File: src/rtl/lcd_text_feeder.sv
// UART-to-HD44780 text feeder: byte FIFO, 2x16 cursor tracking, and a single
// outstanding req/ack write to the LCD controller (characters, line jumps, clear).
module lcd_text_feeder #(
    parameter int         FIFO_DEPTH = 16,
    parameter int         COLS       = 16,
    parameter logic [7:0] LINE1_CMD  = 8'h80,
    parameter logic [7:0] LINE2_CMD  = 8'hC0,
    parameter logic [7:0] CLR_CMD    = 8'h01
) (
    input  logic       clk,
    input  logic       rst_n,
    input  logic [7:0] rx_data,
    input  logic       rx_valid,
    output logic       lcd_req,
    output logic       lcd_rs,
    output logic [7:0] lcd_data,
    input  logic       lcd_ack,
    output logic       fifo_ovf,
    output logic       busy
);
    localparam int AW = $clog2(FIFO_DEPTH);
    localparam int CW = $clog2(COLS + 1);

    typedef enum logic [2:0] {IDLE, FETCH, CLASSIFY, CHAR_REQ, CMD_REQ} state_t;

    state_t        state, state_n;
    logic [7:0]    mem [FIFO_DEPTH];
    logic [AW:0]   wr_ptr, rd_ptr, wr_ptr_n, rd_ptr_n;
    logic [7:0]    byte_q;
    logic          row, row_n;
    logic [CW-1:0] col, col_n;
    logic          req_n, rs_n;
    logic [7:0]    data_n;
    logic          full, empty, push, pop;

    // Full is judged on registered pointers, so a same-cycle pop never frees room.
    assign empty = (wr_ptr == rd_ptr);
    assign full  = (wr_ptr[AW] != rd_ptr[AW]) && (wr_ptr[AW-1:0] == rd_ptr[AW-1:0]);
    assign push  = rx_valid && !full;
    assign pop   = (state == IDLE) && !empty;

    assign wr_ptr_n = wr_ptr + (AW+1)'(push);
    assign rd_ptr_n = rd_ptr + (AW+1)'(pop);

    always_ff @(posedge clk) begin
        if (push) mem[wr_ptr[AW-1:0]] <= rx_data;
    end

    always_comb begin
        state_n = state;
        req_n   = lcd_req;
        rs_n    = lcd_rs;
        data_n  = lcd_data;
        row_n   = row;
        col_n   = col;
        case (state)
            IDLE:     if (!empty) state_n = FETCH;
            FETCH:    state_n = CLASSIFY;
            CLASSIFY: begin
                if (byte_q >= 8'h20 && byte_q <= 8'h7E) begin
                    state_n = CHAR_REQ;
                    req_n   = 1'b1;
                    rs_n    = 1'b1;
                    data_n  = byte_q;
                end else if (byte_q == 8'h0D) begin
                    state_n = CMD_REQ;
                    req_n   = 1'b1;
                    rs_n    = 1'b0;
                    data_n  = row ? LINE1_CMD : LINE2_CMD;
                    row_n   = ~row;
                    col_n   = '0;
                end else if (byte_q == 8'h0C) begin
                    state_n = CMD_REQ;
                    req_n   = 1'b1;
                    rs_n    = 1'b0;
                    data_n  = CLR_CMD;
                    row_n   = 1'b0;
                    col_n   = '0;
                end else begin
                    state_n = IDLE;
                end
            end
            CHAR_REQ: begin
                if (lcd_ack) begin
                    req_n = 1'b0;
                    if (col == CW'(COLS - 1)) begin
                        // Line wrap: the address command goes out after one idle req cycle.
                        col_n   = '0;
                        row_n   = ~row;
                        rs_n    = 1'b0;
                        data_n  = row ? LINE1_CMD : LINE2_CMD;
                        state_n = CMD_REQ;
                    end else begin
                        col_n   = col + 1'b1;
                        state_n = IDLE;
                    end
                end
            end
            CMD_REQ: begin
                if (lcd_req && lcd_ack) begin
                    req_n   = 1'b0;
                    state_n = IDLE;
                end else if (!lcd_req) begin
                    req_n = 1'b1;
                end
            end
            default: state_n = IDLE;
        endcase
    end

    always_ff @(posedge clk or negedge rst_n) begin
        if (!rst_n) begin
            state    <= IDLE;
            wr_ptr   <= '0;
            rd_ptr   <= '0;
            byte_q   <= '0;
            row      <= 1'b0;
            col      <= '0;
            lcd_req  <= 1'b0;
            lcd_rs   <= 1'b0;
            lcd_data <= '0;
            fifo_ovf <= 1'b0;
            busy     <= 1'b0;
        end else begin
            state    <= state_n;
            wr_ptr   <= wr_ptr_n;
            rd_ptr   <= rd_ptr_n;
            if (pop) byte_q <= mem[rd_ptr[AW-1:0]];
            row      <= row_n;
            col      <= col_n;
            lcd_req  <= req_n;
            lcd_rs   <= rs_n;
            lcd_data <= data_n;
            fifo_ovf <= rx_valid && full;
            busy     <= (wr_ptr_n != rd_ptr_n) || (state_n != IDLE);
        end
    end
endmodule

File: config.mk
export PLATFORM = sky130hd
export DESIGN_NAME = lcd_text_feeder
export DESIGN_NICKNAME = d
export VERILOG_FILES = /design/src/rtl/lcd_text_feeder.sv
export SDC_FILE = /design/constraint.sdc
export NUM_CORES = 1
export LEC_CHECK = 0
export BUFFER_PORTS_ARGS = -buffer_cell sky130_fd_sc_hd__buf_2
export CAP_MARGIN = 0
export CORE_UTILIZATION = 40
export CTS_CLUSTER_DIAMETER = 80
export DETAILED_ROUTE_END_ITERATION = 10
export MAX_ROUTING_LAYER = met4
export SYNTH_ARGS = -nofsm -noshare
export SYNTH_HDL_FRONTEND = slang
export SYNTH_SLANG_ARGS = --single-unit
File: constraint.sdc
create_clock -name clk -period 7 [get_ports clk]
set_input_delay 1.4 -clock clk [delete_from_list [all_inputs] [get_ports clk]]
set_output_delay 1.4 -clock clk [all_outputs]
set_load 0.05 [all_outputs]
==> run_results.csv <==
group,metric,value,unit
synthesis,muxShareOfSynthArea,12.9,%
synthesis,seq_area_frac_synth,69.9,%
synthesis,synth_compound_area_share,5.48,%
clock_tree,clk_latency,0.42,ns
min_path,worstHoldStart,"lcd_rs$_DFFE_PN0P_",
finish,fillers,1438,
clock_tree,clock_path_buffers,2,
sta,setup_viol,0,
detailed_routing,wire_per_inst,20.8,um
floorplanning,start_util,41.3,%
synthesis,syn_avg_cell_area,18.0,sq um
critical_path,crit_path_start_kind,"flop",
sta,fmax,313,MHz
synthesis,synthSimpleGateAreaFrac,6.50,%
global_route,antenna_found_initial,0,
finish,multiInputGateArea,0.00191,sq mm
synthesis,synth_area_leader_cell,"edfxtp_1",
sta,worst_slew_pin_slew,1.29,ns
synthesis,synth_adder_area_share,0.908,%
global_route,track_usage,17.1,%
clock_tree,clkTransAtPathRegs,0.07,ns
critical_path,cp.arrival,3.49,ns
critical_path,cp_slowest_cell,"buf_4",
finish,ff_latch_area,0.00482,sq mm
detailed_routing,route.vias.total,3440,
floorplanning,ioPinCount,24,
critical_path,startpoint,"rd_ptr[0]$_DFF_PN0_",
placement,gp_congestion,0.800,
clock_tree,clock_sinks,167,
power,pwr_density_cell,439,mW/mm^2
sta,period_needed,3.20,ns
floorplanning,row_count,47,
finish,num-nets-final,427,
sta,max-slew-margin-rel,13.4,%
critical_path,rr_startpoint,"rd_ptr[0]$_DFF_PN0_",
synthesis,synth.top_cell.area_share,55.8,%
run,maxCapViolations,0,
critical_path,worst_path_largest_cell_delay,0.52,ns
power,p_leak,2.77,nW
detailed_routing,drc_errors,0,
critical_path,path_class,"flop to flop",
global_route,grt_pass1_wl,21100,um
synthesis,synthXorXnorAreaFrac,2.03,%
clock_tree,cts_buffers,17,
synthesis,synthDistinctLibCells,58,
floorplanning,die_h,133,um
synthesis,synth_top_family_by_area,"multiplexers",
min_path,hold_path_class,"flop to flop",
detailed_routing,firstDrtPassIters,4,
clock_tree,post_cts_resized,0,
sta,slew_violations,0,
placement,numPortBuffers,23,
synthesis,ys_seq_elements,167,
synthesis,syn_inst,383,
sta,rsz0062_at_grt,"false",
sta,skew,0.0108,ns
finish,final_cell_mix,"128 x edfxtp_1, 38 x dfrtp_1, 25 x nand2_1",
finish,drive_above_1_share,23.7,%
detailed_routing,via_per_inst,5.36,
clock_tree,root_buffer,"clkbuf_16",
sta,fin_crit_sh,45.7,%
finish,antennaDiodeCount,0,
global_route,grt_max_degree,40,
synthesis,synth_area_leaders,"edfxtp_1 56%, dfrtp_1 14%, mux4_2 7.2%",
placement,place_hpwl,8720,um
clock_tree,cts_max_level,4,
detailed_routing,postRouteAntennaNets,0,
clock_tree,post_cts_buffers,0,
global_route,grt_pass1_vias,3644,
clock_tree,cts_tree,"done",
critical_path,crit_fanout,34,
detailed_routing,drt-initial-drc-count,244,
finish,mostFrequentLayoutCell,"edfxtp_1",
floorplanning,die_area,0.0178,sq mm
finish,post-route-util,46.4,%
global_route,grt_overflow,0,
critical_path,endpoint_kind,"flop",
synthesis,synthFlopType,"edfxtp_1",
sta,hold_viol,0,
synthesis,synthArstFlopShare,23.4,%
synthesis,synthesis.area,0.00689,sq mm
detailed_routing,finalWirelength,13400,um
outcome,outcome,"finished clean",
sta,whs,0.472,ns
power,irDropWorstVdd,0.000242,V
finish,synthToLayoutAreaGrowth,12.3,%
synthesis,syn_nets,400,
floorplanning,core_area,0.0167,sq mm
synthesis,synth_edf_count,128,
synthesis,synth_warnings,0,
critical_path,crit_required,7.29,ns
critical_path,path_common_cell,"xor2_1",
clock_tree,cts_hold_buffers,0,
floorplanning,die_w,133,um
sta,final.setup.tns,0,ns
power,power.total,3.40,mW
critical_path,crit_chain,"buf_4 > xor2_1 > nor4_2 > nand2b_1 > nand3_2 > inv_1 > ha_1 > ha_1 > xor2_1 > xor2_1 > nor4_1 > nand4_1",
layout make-up:
type | instances | area share, %
flip-flops and latches | 167 | 62.3
multi-input cells | 195 | 24.7
clock buffers | 17 | 5.49
well taps | 220 | 3.55
clock inverters | 14 | 2.10
repair buffers | 25 | 1.68
inverters | 4 | 0.194
sequential cells by signal, summed over array words and instances (netlist names):
| name | count |
|---|---|
| mem | 128 |
| fifo_ovf | 1 |
| col | 5 |
| lcd_data | 8 |
| lcd_req | 1 |
| wr_ptr | 5 |
| byte_q | 8 |
| row | 1 |
| busy | 1 |
| state | 3 |
| lcd_rs | 1 |
| rd_ptr | 5 |
cell families after synthesis:
| logic type | after synthesis |
|---|---|
| DFF | 167 |
| adders and majority gates | 5 |
| muxes | 41 |
| and+or+nand+nor | 84 |
| xor gates and xnor gates | 16 |
| buffers and inverters | 21 |
| AOI/OAI and AO/OA | 49 |
cell usage after synthesis, drive strengths merged, types with 2 or more instances:
| cell type | n |
|---|---|
| and3 | 3 |
| a31oi | 2 |
| nand2 | 25 |
| mux2 | 9 |
| o21ai | 9 |
| xor2 | 11 |
| a22oi | 16 |
| nand3b | 3 |
| nand2b | 4 |
| a211oi | 2 |
| nor2 | 20 |
| and2 | 3 |
| xnor2 | 5 |
| a21oi | 5 |
| mux4 | 32 |
| inv | 4 |
| or3b | 2 |
| nor2b | 2 |
| nor4 | 2 |
| o31ai | 2 |
| edfxtp | 128 |
| dfrtp | 39 |
| a22o | 5 |
| ha | 5 |
| clkbuf | 5 |
| nand3 | 7 |
| buf | 12 |
| nor3 | 5 |
| and4b | 2 |
worst max-delay path: cells and delay by family (launching register included):
kind	cells	cell delay [ns]
xor gates and xnor gates	3	0.50
adders and majority gates	2	0.42
buffers and inverters	2	0.60
DFF	1	0.34
and+or+nand+nor	5	1.22
worst paths after layout:
kind | to | slack [ns] | depth (start not counted)
worst max-delay path | busy$_DFF_PN0_ | 3.80 | 12
worst max register to register | busy$_DFF_PN0_ | 3.80 | 12
max in group asynchronous | rd_ptr[0]$_DFF_PN0_ | 5.31 | 1
worst min register to register | lcd_rs$_DFFE_PN0P_ | 0.47 | 2
min in group asynchronous | col[3]$_DFFE_PN0P_ | 1.09 | 1
worst min-delay path | lcd_rs$_DFFE_PN0P_ | 0.47 | 2
power breakdown:
group | total [mW] | switching [mW] | leakage [nW] | internal (mW)
sequential | 1.37 | 0.130 | 1.64 | 1.24
combinational | 1.08 | 0.621 | 0.853 | 0.463
clock | 0.939 | 0.405 | 0.281 | 0.534
stage by stage:
| stage | instance area, sq um | setup WS, ns | instances |
|---|---|---|---|
| after floorplan | 6890 | 4.20 | 383 |
| after global placement | 7160 | 3.70 | 611 |
| after detailed placement | 7160 | 3.57 | 611 |
| after CTS | 7740 | 3.76 | 642 |
| after global routing | 7740 | 3.46 | 642 |
| final | 7740 | 3.80 | 642 |
metal layers:
metal  part of all wire [%]  wire length (um)  vias to the layer above  global-route usage (%)
met5                      0                 0                        -                       -
met4                   0.74                99                        0                    4.61
met3                    4.3               579                       13                    4.30
met2                     52              6960                       84                    28.1
met1                     43              5750                     1773                    21.0
li1                       -                 -                     1570                       -
(Power assumes the default switching activity.)
